===== src/rtl/mmu_walk_arbiter.sv =====
// mmu_walk_arbiter: shares the page-table walker between the ITLB and DTLB.
// One walk outstanding at a time; the owner's completion or fault is routed
// back to it, and the owner's abort is forwarded to the walker.
// Optional feature macro: MMU_ARB_ROUND_ROBIN_EN (alternate grants on ties);
// when undefined the DTLB wins ties.
// Walker result fields (superpage, upper physical address, perms) are wired
// from the walker to both TLBs outside this block.
//
// state    | meaning
// ---------+--------------------------------------------------------------
// S_IDLE   | no walk; arbitrate and latch the winner's request
// S_ISSUE  | pulse walk_request to the walker (unless the owner aborts)
// S_WAIT   | walk in flight; forward completion/fault or owner abort
// S_RELEASE| one idle cycle while the walker returns to its idle state

module mmu_walk_arbiter (
  input  logic        clk,
  input  logic        rst,
  input  logic        i_request,
  input  logic        d_request,
  input  logic [31:0] i_vaddr,
  input  logic [31:0] d_vaddr,
  input  logic        d_rnw,
  input  logic        i_abort,
  input  logic        d_abort,
  output logic        i_write_entry,
  output logic        i_is_fault,
  output logic        d_write_entry,
  output logic        d_is_fault,
  output logic        walk_request,
  output logic [31:0] walk_vaddr,
  output logic        walk_rnw,
  output logic        walk_execute,
  output logic        walk_abort,
  input  logic        walk_write_entry,
  input  logic        walk_is_fault
);

  typedef enum logic [3:0] {
    S_IDLE    = 4'b0001,
    S_ISSUE   = 4'b0010,
    S_WAIT    = 4'b0100,
    S_RELEASE = 4'b1000
  } state_t;

  // Owner encoding: 1 = ITLB, 0 = DTLB.
  localparam logic OWN_I = 1'b1;
  localparam logic OWN_D = 1'b0;

  state_t      r_state;
  logic        r_owner;
  logic        r_last_owner;
  logic [31:0] r_vaddr;
  logic        r_rnw;
  logic        r_execute;

  logic w_i_req;
  logic w_d_req;
  logic w_any_req;
  logic w_grant_i;
  logic w_owner_abort;
  logic w_busy;
  logic w_done;

  // A request whose own abort arrives in the same cycle does not compete.
  assign w_i_req   = i_request & ~i_abort;
  assign w_d_req   = d_request & ~d_abort;
  assign w_any_req = w_i_req | w_d_req;

  // Winner selection among the masked requests.
  always_comb begin
    w_grant_i = 1'b0;
`ifdef MMU_ARB_ROUND_ROBIN_EN
    if (w_i_req && w_d_req) w_grant_i = (r_last_owner == OWN_D);
    else                    w_grant_i = w_i_req;
`else
    w_grant_i = w_i_req & ~w_d_req;
`endif
  end

  assign w_owner_abort = (r_owner == OWN_I) ? i_abort : d_abort;
  assign w_busy        = (r_state == S_ISSUE) || (r_state == S_WAIT);
  // Abort beats a completion landing in the same cycle.
  assign w_done        = (r_state == S_WAIT) & ~w_owner_abort
                         & (walk_write_entry | walk_is_fault);

  assign walk_request  = (r_state == S_ISSUE) & ~w_owner_abort;
  assign walk_abort    = w_busy & w_owner_abort;
  assign walk_vaddr    = r_vaddr;
  assign walk_rnw      = r_rnw;
  assign walk_execute  = r_execute;

  assign i_write_entry = w_done & (r_owner == OWN_I) & walk_write_entry;
  assign i_is_fault    = w_done & (r_owner == OWN_I) & walk_is_fault;
  assign d_write_entry = w_done & (r_owner == OWN_D) & walk_write_entry;
  assign d_is_fault    = w_done & (r_owner == OWN_D) & walk_is_fault;

  // Arbitration FSM with registered owner and walker request fields.
  always_ff @(posedge clk) begin
    if (!rst) begin
      r_state      <= S_IDLE;
      r_owner      <= OWN_D;
      r_last_owner <= OWN_D;
      r_vaddr      <= 32'h0;
      r_rnw        <= 1'b0;
      r_execute    <= 1'b0;
    end else begin
      case (r_state)
        S_IDLE: begin
          if (w_any_req) begin
            r_state <= S_ISSUE;
            if (w_grant_i) begin
              r_owner   <= OWN_I;
              r_vaddr   <= i_vaddr;
              r_rnw     <= 1'b1;
              r_execute <= 1'b1;
            end else begin
              r_owner   <= OWN_D;
              r_vaddr   <= d_vaddr;
              r_rnw     <= d_rnw;
              r_execute <= 1'b0;
            end
          end
        end
        S_ISSUE: begin
          r_state <= w_owner_abort ? S_RELEASE : S_WAIT;
        end
        S_WAIT: begin
          if (w_owner_abort) begin
            r_state <= S_RELEASE;
          end else if (walk_write_entry || walk_is_fault) begin
            r_last_owner <= r_owner;
            r_state      <= S_RELEASE;
          end
        end
        S_RELEASE: begin
          r_state <= S_IDLE;
        end
        default: begin
          r_state <= S_IDLE;
        end
      endcase
    end
  end

  // The walker should only complete while a walk is in flight.
  a_unexpected_completion: assert property (@(posedge clk) disable iff (!rst)
    (walk_write_entry || walk_is_fault) |-> (r_state == S_WAIT));

  // A forwarded completion always records its owner as the last owner.
  a_last_owner_tracks: assert property (@(posedge clk) disable iff (!rst)
    ((r_state == S_RELEASE) && $past(w_done)) |-> (r_last_owner == r_owner));

endmodule


===== config.mk =====
export PLATFORM = sky130hd
export DESIGN_NAME = mmu_walk_arbiter
export DESIGN_NICKNAME = d
export VERILOG_FILES = /design/src/rtl/mmu_walk_arbiter.sv
export SDC_FILE = /design/constraint.sdc
export NUM_CORES = 1
export LEC_CHECK = 0
export CELL_PAD_IN_SITES_DETAIL_PLACEMENT = 0
export CELL_PAD_IN_SITES_GLOBAL_PLACEMENT = 1
export CORE_MARGIN = 5
export CORE_UTILIZATION = 23
export CTS_CLUSTER_DIAMETER = 80
export DETAILED_ROUTE_END_ITERATION = 10
export PLACE_DENSITY_LB_ADDON = 0.05
export SLEW_MARGIN = 20
export SYNTH_ARGS = -nofsm -noshare
export SYNTH_HDL_FRONTEND = slang
export SYNTH_SLANG_ARGS = --single-unit

===== constraint.sdc =====
create_clock -name clk -period 2.43 [get_ports clk]
set_clock_uncertainty 0.2 [all_clocks]
set_input_delay 0.3645 -clock clk [delete_from_list [all_inputs] [get_ports clk]]
set_output_delay 0.3645 -clock clk [all_outputs]
set_load 0.02 [all_outputs]

# Word-level counts from Yosys, hierarchy flattened
# Index checks and enable logic that the tools add are counted.
[totals] reg_bits=38 word_cells=42
[classes] reduce_logical=4 eq_ne=5 bitwise_logic=20 muxes=9
[ops] operator="32-bit two-way mux" count=1
[ops] operator="4-bit two-way mux" count=4
[ops] operator="1-bit bitwise AND" count=13
[ops] operator="4-bit one-hot mux with 3 select lines" count=1
[ops] operator="1-bit inverter" count=5
[ops] operator="4-bit by 1-bit == test with 1-bit output, second input constant" count=1
[ops] operator="4-bit by 2-bit == test with 1-bit output, second input constant" count=1
[ops] operator="4-bit by 3-bit == test with 1-bit output, second input constant" count=1
[ops] operator="2-bit AND reduction" count=2
[ops] operator="1-bit two-way mux" count=3
[ops] operator="3-bit by 2-bit != test with 1-bit output, second input constant" count=1
[ops] operator="1-bit logical OR" count=2
[ops] operator="2-bit != test, second input constant" count=1
[ops] operator="1-bit bitwise OR" count=2

# Logic depth before layout (Yosys ltp)
[depth] depth_word=6 depth_mapped=6 mapped_depth_nobuf=4

# Least setup slack after synthesis
# Ideal clock, no wire load.
[synth_path] kind="register to output" from="register r_state[3]" to="output port d_is_fault" stages_incl_launch_ff=4 slack_ns=0.286 t_arrival_ns=1.580 required_ns=1.865 cell_sequence="dfxtp_1 -> nor4b_1 -> nand2_1 -> nor3_1"
[synth_via] elab_chain_len=5
[synth_lines] item="start, declared" line="50" rtl="state_t r_state;"
[synth_lines] item="start signal, assigned" line="126" rtl="r_state <= w_owner_abort ? S_RELEASE : S_WAIT;"
[synth_lines] item="4-bit by 3-bit == test with 1-bit output"
[synth_lines] item="1-bit bitwise AND" line="84" rtl="assign w_done = (r_state == S_WAIT) & ~w_owner_abort"
[synth_lines] item="1-bit bitwise AND" line="85" rtl="& (walk_write_entry | walk_is_fault);"
[synth_lines] item="1-bit bitwise AND (2 in series)" line="96" rtl="assign d_is_fault = w_done & (r_owner == OWN_D) & walk_is_fault;"
[synth_lines] item="end, declared" line="29" rtl="output logic d_is_fault,"
# No other way between the ends.

# Worst setup path after layout
# Same ends and word-level chain as after synthesis.

==> flow_metrics.tcl <==
set metrics [dict create \
    status "finished clean" \
    worst-path-max-fanout 6 \
    layout_min_cycle_time_ns 2.22 \
    post-route-util 0.422 \
    seq_area_frac_synth 0.456 \
    clkSinkCount 38 \
    count_of_tritonroute_iterations_in_the_first_routing_pass 4 \
    average_cell_area_after_synthesis_sq_um 7.61 \
    grt_pass1_wl_mm 9.11 \
    slowest_delay_ns 0.36 \
    worst_setup_sp_type "flip-flop" \
    syn_to_final_growth_pct 80.7 \
    critPathSlowestCell "sky130_fd_sc_hd__dlygate4sd2_1" \
    rsz0062_at_grt "no" \
    arrival_ns 1.66 \
    fill_cells 766 \
    timing_worst_slew_pin_value_ns 0.621 \
    dp_cells 425 \
    core_sq_um 7140 \
    timing.fmax_ghz 0.450 \
    timing.setup.tns_ns 0 \
    power_frac_seq 0.431 \
    grt_remaining_overflow 0 \
    layout.cells.most_common "sky130_fd_sc_hd__clkdlybuf4s50_1" \
    cts_tree "built" \
    port-buffer-count 112 \
    fp.dieArea_sq_um 9050 \
    end_kind "output pin" \
    syn_area_sq_um 1670 \
    powerDensity_nw_per_um2 565 \
    drt-initial-drc-count 51 \
    synth-seq-cells 38 \
    finalCritPeriodShare 0.914 \
    synthDominantCellAreaShare 0.456 \
    hold_class "flip-flop to flip-flop" \
    row_count 31 \
    clkPwrFrac 0.239 \
    cts.path.max_buffers 2 \
    wl_met2_mm 2.79 \
    grt_antenna_before_repair 0 \
    post_synthesis_async_set_or_reset_flop_share 0 \
    root_buf_cell "sky130_fd_sc_hd__clkbuf_8" \
    antenna_left 0 \
    fin_hold_ws_ns 0.320 \
    synth.area.top_cells "sky130_fd_sc_hd__dfxtp_1, sky130_fd_sc_hd__nand2_1, sky130_fd_sc_hd__a31oi_1" \
    p_leak_uw 0.00118 \
    cp_data_required_time_ns 1.87 \
    layout_common_cells "sky130_fd_sc_hd__clkdlybuf4s50_1, sky130_fd_sc_hd__nand2_1, sky130_fd_sc_hd__dfxtp_1, sky130_fd_sc_hd__a31oi_1, sky130_fd_sc_hd__o21ai_0" \
    top_family_by_delay_on_critical_path "buffers and inverters" \
    number_of_synthesized_flops_with_an_enable_pin 0 \
    top_layer_used "met4" \
    cts-hold-fix-buffers 0 \
    power_switching_uw 508 \
    post_drt_via_cell_ratio 4.39 \
    final_cells 432 \
    synth_fp_nets 292 \
    report.final.hold_viol_count 0 \
    met3WireLength_um 432 \
    postSynth.topFlopCell "sky130_fd_sc_hd__dfxtp_1" \
    power.internal_uw 1190 \
    max_cap_viol_count 0 \
    met1_wirelength_mm 2.50 \
    largest_net_degree_at_the_start_of_global_routing 67 \
    die_h_um 95.1 \
    power.share.switching 0.298 \
    worst_setup_hold_path_clk_slew_ns 0.07 \
    drt-total-wl_mm 5.76 \
    cts-buffers-inserted 5 \
    synthCells 219 \
    grt_util_all_layers 0.128 \
    max-slew-margin-rel 0.580 \
    drc 0 \
    ir_drop_mv 0.287 \
    setup_viol_count_final 0 \
    via_count 1898 \
    crit_path_cell_trace "nor4b_1 -> buf_4 -> nand2_1 -> nor3_1 -> dlygate4sd2_1" \
    layout-drive-gt1-share 0.0661 \
    setup_slack_ns 0.210 \
    initial_utilization 0.234 \
    setup.worst_path.class "flip-flop to output pin" \
    post-synth-top-area-cell "sky130_fd_sc_hd__dfxtp_1" \
    report.final.slew_viol_count 0 \
    io_pins 113 \
    hpwl_mm 4.19 \
    clock_latency_ns 0.28 \
    place_congestion 0.684 \
    die_w_um 95.1 \
    first_global_vias 1881 \
    synth.yosys.warnings 0 \
    post_drt_wl_per_cell_um 13.3 \
    diodes 0 \
    critPathBufInv 2 \
    post-place-ws_ns 0.0551 \
    finalNetCount 406 \
    combinationalPowerShare 0.330 \
    cts-htree-levels 2 \
    synth.lib_cells_used.distinct 24 \
]
-- path summary, 6_finish.rpt --
path / from / to / slack (ns) / cells past startpoint
max: r_state[3] / d_is_fault / 0.21 / 5
max reg2reg: r_state[3] / walk_vaddr[2] / 0.56 / 5
min reg2reg: walk_vaddr[20] / walk_vaddr[20] / 0.32 / 2
min: walk_vaddr[20] / walk_vaddr[20] / 0.32 / 2
-- worst min-delay path, stage by stage, from the launching register on --
cell and delay [ns]:
sky130_fd_sc_hd__dfxtp_1 0.31, sky130_fd_sc_hd__o21ai_1 0.12, sky130_fd_sc_hd__a31oi_1 0.04
-- layer usage --
metal | track usage | vias to the layer above
met5 | 0 | -
met1 | 0.156 | 848
li1 | - | 993
met4 | 0.0325 | 0
met3 | 0.0474 | 4
met2 | 0.214 | 53
-- flip-flops by register name, indices dropped and copies added, names as in the netlist --
name,count
walk_vaddr,32
r_state,4
walk_execute,1
walk_rnw,1
-- per-stage QoR --
stage                     power [uW]  instance area (sq um)
after floorplan                 1010                   1670
after global placement          1320                   2940
after detailed placement        1310                   2940
after CTS                       1740                   3010
after global routing            1810                   3010
final                           1700                   3010
-- synth_stat cells (2+ instances only) --
master and number:
sky130_fd_sc_hd__buf_2 5, sky130_fd_sc_hd__a21oi_1 2, sky130_fd_sc_hd__nand2_1 70, sky130_fd_sc_hd__buf_6 2
sky130_fd_sc_hd__o21ai_0 22, sky130_fd_sc_hd__a31oi_1 32, sky130_fd_sc_hd__dfxtp_1 38, sky130_fd_sc_hd__nand2b_1 4
sky130_fd_sc_hd__nor2b_1 2, sky130_fd_sc_hd__o21ai_1 10, sky130_fd_sc_hd__nor2_1 6, sky130_fd_sc_hd__nor4b_1 3
sky130_fd_sc_hd__clkbuf_1 9, sky130_fd_sc_hd__nor3_1 4
-- power by group through the flow --
stage	clock, uW	sequential, uW	combinational, uW
floorplan	0	832	176
global placement	0	746	572
detailed placement	0	747	567
CTS	433	735	570
global route	459	744	609
finish	407	734	561
-- repair_timing --
| action | in CTS | in global routing |
|---|---|---|
| resized for setup | 4 | 2 |
| setup buffers | 0 | 0 |
| endpoints found under the setup margin | 4 | 2 |
-- cell families (layout without fill, tap and decap cells) --
| kind of cell | after synthesis | in the layout | synth area share |
|---|---|---|---|
| DFF | 38 | 38 | 0.456 |
| and+or+nand+nor | 92 | 92 | 0.237 |
| buffers and inverters | 17 | 131 | 0.0510 |
| muxes | 1 | 1 | 0.00676 |
| AOI/OAI and AO/OA | 71 | 71 | 0.249 |
-- cell type report --
type                    count  area [sq um]  share of cell area
clock buffers               7          76.3              0.0253
inverters                   1          3.75             0.00125
multi-input cells         164           831               0.276
flip-flops and latches     38           761               0.253
well taps                  99           124              0.0411
repair buffers            123          1220               0.404
Note: power is estimated with default switching activity, not from simulation.
==> patch 1, RTL diff (same settings) <==
Register the input `i_vaddr` before use. The logic sees it one clock later. The other inputs are not delayed to match.
--- a/src/rtl/mmu_walk_arbiter.sv
+++ b/src/rtl/mmu_walk_arbiter.sv
@@ -46,6 +46,12 @@
   // Owner encoding: 1 = ITLB, 0 = DTLB.
   localparam logic OWN_I = 1'b1;
   localparam logic OWN_D = 1'b0;
+
+  logic [31:0] i_vaddr_q;
+
+  always_ff @(posedge clk) begin
+    i_vaddr_q <= i_vaddr;
+  end
 
   state_t      r_state;
   logic        r_owner;
@@ -111,7 +117,7 @@
             r_state <= S_ISSUE;
             if (w_grant_i) begin
               r_owner   <= OWN_I;
-              r_vaddr   <= i_vaddr;
+              r_vaddr   <= i_vaddr_q;
               r_rnw     <= 1'b1;
               r_execute <= 1'b1;
             end else begin
Check against the original RTL: not equivalent (a bounded check fails within 4 cycles, from zero or initial values and one cycle with rst low).
==> patch 1 against the original RTL <==
- worst hold slack lost 0.068 ns
- design area grew 28%
- sequential cell count grew 32
- wire length grew 19%
- clock power grew 120%
- via count grew 9.9%
- first-iteration DRC count grew 18%
- critical path depth grew 1
- setup slack lost 0.095 ns
- total power grew 60%
- area after synthesis grew 42%
- count of clock-buffer cells in the layout grew 3
- critical path type is now in -> out
==> patch 1: results (changes against the original RTL) <==
stage,metric,value,unit,change
outcome,outcome,completed,,
final_layout,layoutNonFillerInstCount,508,,+18%
detailed_routing,vias,2086,,+9.9%
grt,grt.total_usage,11.09,%,-1.7 points
placed_design,dp_cells,493,,+16%
logic_synthesis,syn_inst,252,,+15%
grt,grtUsageMet1,13.52,%,-2.0 points
critical_path,crit_fanout,3,,-3
sta,slew_headroom,73.64,%,+16 points
power_and_ir_drop,finalPower,2.727,mW,+60%
power_and_ir_drop,comb_power,0.536,mW,-4.5%
critical_path,worstPathArrival,1.75,ns,+0.09 ns
placed_design,hpwlAfterDp,4.698,mm,+12%
power_and_ir_drop,ir_drop,0.3194,mV,+11%
power_and_ir_drop,clock_power,0.910,mW,+120%
grt,grt_max_degree,39,,-42%
worst_hold_path,whs_endpoint,walk_vaddr[3],,
final_layout,nFillCells,1083,,+41%
detailed_routing,routedWlPerCell,13.47,um,+0.99%
placed_design,gp_congestion,0.6789,,-0.70%
sta,worst_hold_slack,0.2524,ns,-0.06804 ns
placed_design,post_dp_cell_area,3677,um^2,+25%
power_and_ir_drop,swShare,26.51,%,-3.3 points
power_and_ir_drop,p_leak,1.499,nW,+27%
clock_tree,clk_latency,0.33,ns,+0.05 ns
grt,gr-usage-met3,5.380,%,+0.64 points
logic_synthesis,syn_nets,325,,+11%
logic_synthesis,ys_types,29,,+21%
grt,grt_pass1_vias,2146,,+14%
detailed_routing,wl_met3,513,um,+19%
worst_hold_path,worstHoldStart,i_vaddr_q[3],,
clock_tree,cts_max_level,3,,+1
detailed_routing,met1_length,3.271,mm,+31%
detailed_routing,drt_iter0_drc,60,,+18%
-- patch 1: cell types whose count changed after synthesis, sizes merged, moves of 3 or more --
cell,before,now
nor3,4,1
clkbuf,9,4
dfxtp,38,70
and3,0,3
buf,7,14
and2,1,4
-- patch 1: repair_timing --
action                     in CTS  in global routing
resized for setup               6                  7
setup endpoints to repair       6                  3
hold buffers                    0                  0
cloned                          0                  0
-- patch 1: how the worst max path moves through the flow --
stage / end / startpoint / cells past startpoint / slack [ns]
after floorplan: d_is_fault / walk_execute / 4 / 0.49
after CTS: d_is_fault / d_abort / 6 / 0.03
final: i_write_entry / d_abort / 6 / 0.12
after global placement: d_is_fault / i_abort / 6 / -0.22
after detailed placement: d_is_fault / i_abort / 6 / -0.24
after global routing: i_write_entry / d_abort / 6 / 0.02
-- patch 1: layout make-up --
| cell class | count | area, um^2 | share of cell area (%) |
|---|---|---|---|
| sequential | 70 | 1401 | 36.30 |
| timing repair buffer | 123 | 1215 | 31.48 |
| multi-input combinational | 164 | 885.9 | 22.95 |
| tap | 136 | 170.2 | 4.408 |
| clock buffer | 10 | 127.6 | 3.306 |
| clock inverter | 5 | 60.06 | 1.556 |
-- patch 1: worst max-delay path: stages --
cell and delay, ns:
clkdlybuf4s50_1 0.44, mux2i_2 0.20, nand2_1 0.13, nor2_1 0.14, and3_1 0.16, dlygate4sd2_1 0.32
-- patch 1: cell families (layout without fill, tap and decap cells) --
| family | count (synthesis) | count (layout) | share of synthesized area (%) |
|---|---|---|---|
| AOI/OAI and AO/OA | 71 | 71 | 18.91 |
| buffers and inverters | 18 | 138 | 4.373 |
| DFF | 70 | 70 | 59.01 |
| muxes | 1 | 1 | 0.4215 |
| and+or+nand+nor | 92 | 92 | 17.28 |
==> patch 2, RTL diff (config.mk and constraints unchanged) <==
Without the edit above. The option `MMU_ARB_ROUND_ROBIN_EN` is turned on by a define.
--- a/src/rtl/mmu_walk_arbiter.sv
+++ b/src/rtl/mmu_walk_arbiter.sv
@@ -12,6 +12,8 @@
 // S_ISSUE  | pulse walk_request to the walker (unless the owner aborts)
 // S_WAIT   | walk in flight; forward completion/fault or owner abort
 // S_RELEASE| one idle cycle while the walker returns to its idle state
+
+`define MMU_ARB_ROUND_ROBIN_EN
 
 module mmu_walk_arbiter (
   input  logic        clk,
Behaviour: not the same (Yosys sat finds a counterexample within 4 cycles, from zero or initial values and one cycle with rst low).
==> patch 2 against the original RTL <==
- sequential power barely moved
- worst hold slack got worse by 0.047 ns
- utilization grew 0.73 points
- register-to-register slack got worse by 0.20 ns
- design area increased by 3.9%
- setup slack got worse by 0.10 ns
- first-iteration DRC count increased by 59%
- maximum frequency decreased by 4.5%
- critical path depth unchanged
- sequential cell count rose by 1
- synthesized cell count up 3.2%
- wire length increased by 6.5%
- total power shrank 1.5%
- area after synthesis up 4.2%
- largest power group unchanged
- highest routed layer unchanged
==> patch 2: results (changes against the original RTL) <==
stage,metric,value,unit,change
critical_path,r2r-end,walk_vaddr[20],,
critical_path,reg2reg_slack,0.36,ns,-0.20 ns
grt,use_met2,20.81,%,-0.59 points
grt,grt_pass1_wl,10.27,mm,+13%
detailed_routing,wl_met2,2.746,mm,-1.6%
placed_design,dp_cells,438,,+3.1%
final_layout,drive_gt1_share,10.09,%,+3.5 points
critical_path,cp_top_family,simple AND/OR/NAND/NOR gates,,
final_layout,nFillCells,782,,+2.1%
critical_path,slowest_delay,0.54,ns,+0.18 ns
detailed_routing,routed_via_density,4.417,,+0.54%
sta,worst_hold_slack,0.2731,ns,-0.04742 ns
final_layout,nets,419,,+3.2%
critical_path,r2r_start,r_state[1],,
critical_path,slowest_stage,or4b_4,,
critical_path,ff2ff_path_depth,6,,+1
power_and_ir_drop,p_leak,1.239,nW,+5.3%
outcome,outcome,completed,,
sta,worst_pin_slew,0.3688,ns,-0.2520 ns
grt,grt_pass1_vias,2030,,+7.9%
power_and_ir_drop,ir_drop,0.2125,mV,-26%
placed_design,hpwlAfterDp,4.373,mm,+4.3%
grt,grt_max_degree,40,,-40%
critical_path,worstPathArrival,1.76,ns,+0.10 ns
detailed_routing,met1_length,2.880,mm,+15%
logic_synthesis,syn-mean-instance-area,7.684,um^2,+0.98%
critical_path,crit_fanout,5,,-1
worst_hold_path,whs_endpoint,r_last_owner,,
grt,grtUsageMet1,16.73,%,+1.2 points
logic_synthesis,ys_seq_area_share,44.96,%,-0.69 points
logic_synthesis,ys_types,26,,+8.3%
detailed_routing,wl_met3,491,um,+14%
[patch 2: worst max path at each step]
| stage | from | to | slack, ns | depth (start not counted) |
|---|---|---|---|---|
| after detailed placement | i_abort | i_is_fault | -0.25 | 6 |
| after CTS | r_state[0] | i_is_fault | 0.002 | 5 |
| after global placement | d_abort | i_is_fault | -0.20 | 6 |
| final | r_state[0] | i_is_fault | 0.11 | 5 |
| after global routing | r_state[0] | i_is_fault | 0.02 | 5 |
| after floorplan | r_state[0] | d_is_fault | 0.23 | 4 |
[patch 2: layout make-up]
class	instances	area share, %
clock buffers	7	2.438
clock inverters	1	0.1599
inverters	2	0.2398
multi-input cells	167	28.22
flip-flops and latches	39	24.94
well taps	99	3.957
repair buffers	131	40.05
[patch 2: cells by family (layout without fill, tap and decap cells)]
| kind of cell | after synthesis | after routing | synth area share (%) |
|---|---|---|---|
| compound gates | 71 | 71 | 23.70 |
| buf+inv | 20 | 141 | 4.827 |
| flops | 39 | 39 | 44.96 |
| xor+xnor | 1 | 1 | 0.5044 |
| mux | 2 | 2 | 1.153 |
| simple gates | 93 | 93 | 24.86 |
[patch 2: stage by stage]
step                worst slack, ns  instance area (um^2)
floorplan                    0.2342                  1737
global placement            -0.2048                  3060
detailed placement          -0.2533                  3060
CTS                        0.002299                  3149
global route                0.02132                  3131
finish                       0.1056                  3131
[patch 2: what timing repair did]
action	4_1_cts	5_1_grt
setup endpoints to repair	6	5
hold endpoints to repair	0	0
gates resized for setup	15	5
[patch 2: power by group]
part	switching, mW	leakage (nW)	total (mW)	internal [mW]
combinational	0.240	0.875	0.521	0.281
clock	0.222	0.0422	0.424	0.202
sequential	0.0291	0.322	0.732	0.703
total	0.491	1.24	1.68	1.19
